<file path="config.mk">
export PLATFORM = sky130hd
export DESIGN_NAME = ram512_loader
export DESIGN_NICKNAME = d
export VERILOG_FILES = /design/src/rtl/ram512_loader.sv
export SDC_FILE = /design/constraint.sdc
export NUM_CORES = 1
export LEC_CHECK = 0
export ABC_CLOCK_PERIOD_IN_PS = 5400
export BUFFER_PORTS_ARGS = -buffer_cell sky130_fd_sc_hd__clkbuf_2
export CAP_MARGIN = 15
export CORE_UTILIZATION = 50
export CTS_CLUSTER_DIAMETER = 30
export DETAILED_ROUTE_END_ITERATION = 8
export PLACE_DENSITY = 0.8
export RECOVER_POWER = 25
export SYNTH_ARGS = -nofsm -noshare
export SYNTH_HDL_FRONTEND = slang
export SYNTH_SLANG_ARGS = --single-unit
</file>
<file path="constraint.sdc">
create_clock -name clk -period 5.4 [get_ports clk]
set_clock_uncertainty 0.15 [all_clocks]
set_input_delay 0.27 -clock clk [delete_from_list [all_inputs] [get_ports clk]]
set_output_delay 0.27 -clock clk [all_outputs]
set_load 0.03 [all_outputs]
</file>
<file path="src/rtl/ram512_loader.sv">
// ram512_loader: write sequencer that fills ram512 from a little-endian byte
// stream (two bytes per word, sequential addresses from a base) or zero-fills
// the whole RAM. Every output is a flop, so ram512 sees clean, glitch-free
// value/load/address lines.
module ram512_loader #(
  parameter int WIDTH      = 16,
  parameter int ADDR_WIDTH = 9,
  parameter int DEPTH      = 512
) (
  input  logic                  clk,
  input  logic                  reset_n,
  input  logic                  start,
  input  logic                  clear,
  input  logic [ADDR_WIDTH-1:0] start_addr,
  input  logic [ADDR_WIDTH:0]   length,
  input  logic [7:0]            byte_in,
  input  logic                  byte_valid,
  output logic                  byte_ready,
  output logic [WIDTH-1:0]      value,
  output logic                  load,
  output logic [ADDR_WIDTH-1:0] address,
  output logic                  busy,
  output logic                  done,
  output logic [ADDR_WIDTH:0]   word_count
);

  localparam logic [2:0] S_IDLE  = 3'd0;
  localparam logic [2:0] S_LOW   = 3'd1;
  localparam logic [2:0] S_HIGH  = 3'd2;
  localparam logic [2:0] S_WRITE = 3'd3;
  localparam logic [2:0] S_CLEAR = 3'd4;
  localparam logic [2:0] S_DONE  = 3'd5;

  localparam logic [ADDR_WIDTH:0]   DEPTH_C   = (ADDR_WIDTH + 1)'(DEPTH);
  localparam logic [ADDR_WIDTH-1:0] LAST_ADDR = ADDR_WIDTH'(DEPTH - 1);

  logic [2:0]            state_q, state_d;
  logic [ADDR_WIDTH-1:0] ptr_q, ptr_d;
  logic [ADDR_WIDTH:0]   remaining_q, remaining_d;
  logic [WIDTH-1:0]      value_q, value_d;
  logic [ADDR_WIDTH-1:0] address_q, address_d;
  logic [ADDR_WIDTH:0]   word_count_q, word_count_d;
  logic                  load_q, load_d;
  logic                  busy_q, busy_d;
  logic                  byte_ready_q, byte_ready_d;
  logic                  done_q, done_d;

  logic [ADDR_WIDTH:0]   len_clamped;
  logic [ADDR_WIDTH-1:0] ptr_inc;
  logic                  handshake;

  // Clamp the requested length, wrap the pointer modulo DEPTH, detect a byte transfer
  always_comb begin
    len_clamped = (length > DEPTH_C) ? DEPTH_C : length;
    ptr_inc     = (ptr_q == LAST_ADDR) ? '0 : ptr_q + ADDR_WIDTH'(1);
    handshake   = byte_valid && byte_ready_q;
  end

  // Next-state and datapath; outputs are derived from the state being entered
  // so that each registered output lines up with the state it belongs to
  always_comb begin
    state_d      = state_q;
    ptr_d        = ptr_q;
    remaining_d  = remaining_q;
    value_d      = value_q;
    address_d    = address_q;
    word_count_d = word_count_q;

    case (state_q)
      S_IDLE: begin
        if (start) begin
          ptr_d        = start_addr;
          remaining_d  = len_clamped;
          word_count_d = '0;
          state_d      = (len_clamped == '0) ? S_DONE : S_LOW;
        end else if (clear) begin
          ptr_d        = '0;
          word_count_d = '0;
          address_d    = '0;
          value_d      = '0;
          state_d      = S_CLEAR;
        end
      end
      S_LOW: begin
        if (handshake) begin
          value_d = {value_q[WIDTH-1:8], byte_in};
          state_d = S_HIGH;
        end
      end
      S_HIGH: begin
        if (handshake) begin
          value_d   = {byte_in, value_q[7:0]};
          address_d = ptr_q;
          state_d   = S_WRITE;
        end
      end
      S_WRITE: begin
        // ram512 captures value/address on the edge leaving this state
        ptr_d        = ptr_inc;
        word_count_d = word_count_q + (ADDR_WIDTH + 1)'(1);
        remaining_d  = remaining_q - (ADDR_WIDTH + 1)'(1);
        state_d      = (remaining_q == (ADDR_WIDTH + 1)'(1)) ? S_DONE : S_LOW;
      end
      S_CLEAR: begin
        // address_q is the word being zeroed this cycle
        word_count_d = word_count_q + (ADDR_WIDTH + 1)'(1);
        value_d      = '0;
        ptr_d        = ptr_inc;
        if (address_q == LAST_ADDR) begin
          state_d = S_DONE;
        end else begin
          address_d = address_q + ADDR_WIDTH'(1);
        end
      end
      S_DONE: begin
        state_d = S_IDLE;
      end
      default: begin
        state_d = S_IDLE;
      end
    endcase

    load_d       = (state_d == S_WRITE) || (state_d == S_CLEAR);
    busy_d       = (state_d != S_IDLE);
    byte_ready_d = (state_d == S_LOW) || (state_d == S_HIGH);
    done_d       = (state_d == S_DONE);
  end

  // State and output registers; reset discards any half-assembled word
  always_ff @(posedge clk or negedge reset_n) begin
    if (!reset_n) begin
      state_q      <= S_IDLE;
      ptr_q        <= '0;
      remaining_q  <= '0;
      value_q      <= '0;
      address_q    <= '0;
      word_count_q <= '0;
      load_q       <= 1'b0;
      busy_q       <= 1'b0;
      byte_ready_q <= 1'b0;
      done_q       <= 1'b0;
    end else begin
      state_q      <= state_d;
      ptr_q        <= ptr_d;
      remaining_q  <= remaining_d;
      value_q      <= value_d;
      address_q    <= address_d;
      word_count_q <= word_count_d;
      load_q       <= load_d;
      busy_q       <= busy_d;
      byte_ready_q <= byte_ready_d;
      done_q       <= done_d;
    end
  end

  assign byte_ready = byte_ready_q;
  assign value      = value_q;
  assign load       = load_q;
  assign address    = address_q;
  assign busy       = busy_q;
  assign done       = done_q;
  assign word_count = word_count_q;

endmodule
</file>
==> run metrics <==
outcome finished, violations left; failing checks design-rule violations; first-pass GRT wire length 13.7 mm; Die Height approximately 85 um; Critical Setup Path Class flip-flop to flip-flop; cell row count 29; Final TNS setup 0 ns; post-synth cell types 57; Skew-Pair Late Insertion Delay 0.34 ns; Initial Utilization roughly 53%; R2R setup slack 2.46 ns; clk root buf clkbuf_8; routability cong. 0.846; Slew HR 47.5%; share of layout cells above drive strength 1 16.9%; area leader, netlist dfrtp_1; post-CTS sizing 0; CTS clk-pin slew, worst paths around 0.070 ns; Mapped Avg Cell Area between 9 and 10 um2; final period utilization 54.5%; number of synthesized flops with an enable pin 0; Area Overhead vs Synth 14.7%; Detail Route Antenna Nets 0; TritonCTS Buffers 9; maximum vdd ir drop around 0.00024 V; gr ovfl total 0; H-tree Lvls 3; R2R Path End address[5]$_DFFE_PN0P_; Worst-Margin Slew between 0.7 and 0.8 ns; Reg2Reg Depth 10; Pint between 0.001 and 0.0015 W; reg2reg start address[0]$_DFFE_PN0P_; Mapped Cells 359; area of the mapped netlist 3430 um2; hold endpoint value[11]$_DFFE_PN0P_; Switching Fraction between 40 and 50%; io pins between 70 and 80; power per cell area ~530 nW/um2; worst setup margin 2.46 ns; Total GRT Usage 23.9%; n_diodes 0; Synth Register Bits 61; CP max FO 15; Vias/cell a little under 6; Finished Cell Area roughly 3900 um2; Switching Power between 0.0009 and 0.001 W; die area roughly 7000 um2; Primary FF master, synth dfrtp_1; Leak 1.74 nW; clock share of power between 10% and 20%; WP data required 5.46 ns; final hold violation count 0; post-synthesis sequential area ratio approximately 45%; Horiz. Die Dim 84.8 um; initial antenna violation count 0; Setup violations, final 0; Gate power share a little under half; CTS tree yes; Tmin final roughly 3 ns; I/O Buffers 70; hold_sp byte_in[3]; CP Launch Type flip-flop; post-placement cell area 3770 um2; max frequency 0.340 GHz; vias in the first global route 2,932; largest net degree at the start of global routing a little over 60; critical path arrival 3.01 ns; WL/cell 15.4 um; count of pins over their slew limit 0; top-area cell type share of the netlist area about 45%; unrepaired setup endpoints after global routing false; DP Worst Slack about 2.5 ns; clk sink count between 60 and 70; Area contributors post-synth dfrtp_1 (45%), mux2i_1 (5.3%), nand2_1 (3.7%); crit path capture type flip-flop; DRC errors left 6; Hold Path Cell Cnt 3; Syn. warnings 0; min-delay worst type input pin to flip-flop; via count about 3,000; Final #Nets 467; Synth Net Count between 300 and 400; asr flop ratio synth 100%; core area 6490 um2; DP HPWL between 5 and 6 mm; register share of total power 37.8%; iteration count of the initial detailed-routing pass 7; final WL 7.87 mm; Max Cap Violations 0; DR iter-0 viols 190; Max clock buf depth 2
-- power groups by stage --
stage | registers, W | clock network [W] | logic [W]
after CTS | 0.000789 | 0.000356 | 0.000969
after detailed placement | 0.000798 | 0 | 0.000961
final | 0.000791 | 0.000347 | 0.000953
after floorplan | 0.000875 | 0 | 0.000669
after global routing | 0.000819 | 0.000379 | 0.00106
after global placement | 0.000788 | 0 | 0.000940
-- cell families (layout without fill, tap and decap cells) --
logic type	after synthesis	after routing	synth area share, %
AO/OA/AOI/OAI	98	98	20.0
XOR/XNOR	2	2	0.511
adder cells (fa/ha/maj)	7	7	2.56
buffers and inverters	48	122	6.79
flip-flops	61	61	44.6
multiplexers	18	18	5.26
AND/OR/NAND/NOR	125	125	20.3
-- routing by layer --
metal	global-route usage, %	vias up	part of all wire (%)
met2	38.3	95	47
li1	-	1454	-
met5	0	-	0
met4	9.24	0	1.5
met3	4.82	13	5.5
met1	32.1	1445	46
-- metrics by stage --
step | std cells | hold WS [ns] | power, W | util (%)
floorplan | 359 | -0.176 | 0.00154 | -
global placement | 491 | 0.337 | 0.00173 | 58.1
detailed placement | 491 | 0.338 | 0.00176 | 58.1
CTS | 510 | 0.00208 | 0.00211 | 61.1
global route | 510 | 0.0182 | 0.00226 | 60.5
finish | 510 | 0.0158 | 0.00209 | 60.5
-- cells in the mapped netlist, types with 7 or more instances --
master	count
or4_1	7
nor3_1	11
o21ai_0	17
and3_1	9
inv_1	30
dfrtp_1	61
a22oi_1	7
a21oi_1	16
nand2_1	34
nand3_1	10
mux2i_1	18
o2bb2ai_1	7
nor2_1	24
buf_2	9
ha_1	7
-- final cells by class --
class / instances / area, um2
well taps: 77 / 96.3
flip-flops and latches: 61 / 1530
clock buffers: 9 / 124
repair buffers: 75 / 357
clock inverters: 7 / 42.5
inverters: 31 / 116
fillers: 589 / 2570
multi-input cells: 250 / 1670
-- critical path, stage by stage (launching register included) --
cell and delay (ns):
dfrtp_1 0.45, ha_1 0.26, and3_1 0.21, and3_1 0.21, and3_1 0.19, ha_1 0.20
or3b_2 0.44, a31o_2 0.36, inv_2 0.12, o21ai_0 0.09, o2bb2ai_1 0.14
-- how the worst max path moves through the flow --
stage                                start                      to  slack, ns  cells after the start
global placement    address[0]$_DFFE_PN0P_  address[5]$_DFFE_PN0P_       2.56                     10
finish              address[0]$_DFFE_PN0P_  address[5]$_DFFE_PN0P_       2.46                     10
CTS                 address[0]$_DFFE_PN0P_  address[5]$_DFFE_PN0P_       2.47                     10
detailed placement  address[0]$_DFFE_PN0P_  address[5]$_DFFE_PN0P_       2.49                     10
floorplan           address[0]$_DFFE_PN0P_  address[4]$_DFFE_PN0P_       2.56                     10
global route        address[0]$_DFFE_PN0P_  address[6]$_DFFE_PN0P_       2.29                     10
-- sequential cells by signal (all words and copies together), names as in the netlist --
| signal | cells |
|---|---|
| address | 9 |
| busy | 1 |
| byte_ready | 1 |
| done | 1 |
| load | 1 |
| ptr_q | 9 |
| remaining_q | 10 |
| state_q | 3 |
| value | 16 |
| word_count | 10 |
-- layout by cell type, fill, tap and decap left out, drive strengths merged, types with 3 or more instances in the layout --
| cell | netlist | routed |
|---|---|---|
| a22oi | 7 | 7 |
| nand3 | 10 | 10 |
| clkinv | 0 | 4 |
| o211ai | 3 | 3 |
| nor3b | 3 | 3 |
| or3 | 3 | 3 |
| and3 | 10 | 10 |
| ha | 7 | 7 |
| a31oi | 6 | 6 |
| o21ai | 23 | 23 |
| nand2 | 34 | 34 |
| a221oi | 4 | 4 |
| nor3 | 11 | 11 |
| o22ai | 3 | 3 |
| a32oi | 6 | 6 |
| clkbuf | 2 | 79 |
| clkinvlp | 0 | 3 |
| mux2i | 18 | 18 |
| dfrtp | 61 | 61 |
| nor4b | 3 | 3 |
| o21a | 4 | 4 |
| nand4 | 3 | 3 |
| a21oi | 20 | 20 |
| nor2 | 25 | 25 |
| o2bb2ai | 7 | 7 |
| inv | 31 | 31 |
| or4 | 7 | 7 |
| dlygate4sd3 | 0 | 3 |
-- repair_timing --
action | in CTS | in global routing
hold buffers | 3 | 0
endpoints found under the hold margin | 64 | 0
setup buffers | 0 | 0
Note: power is estimated with default switching activity, not from simulation.
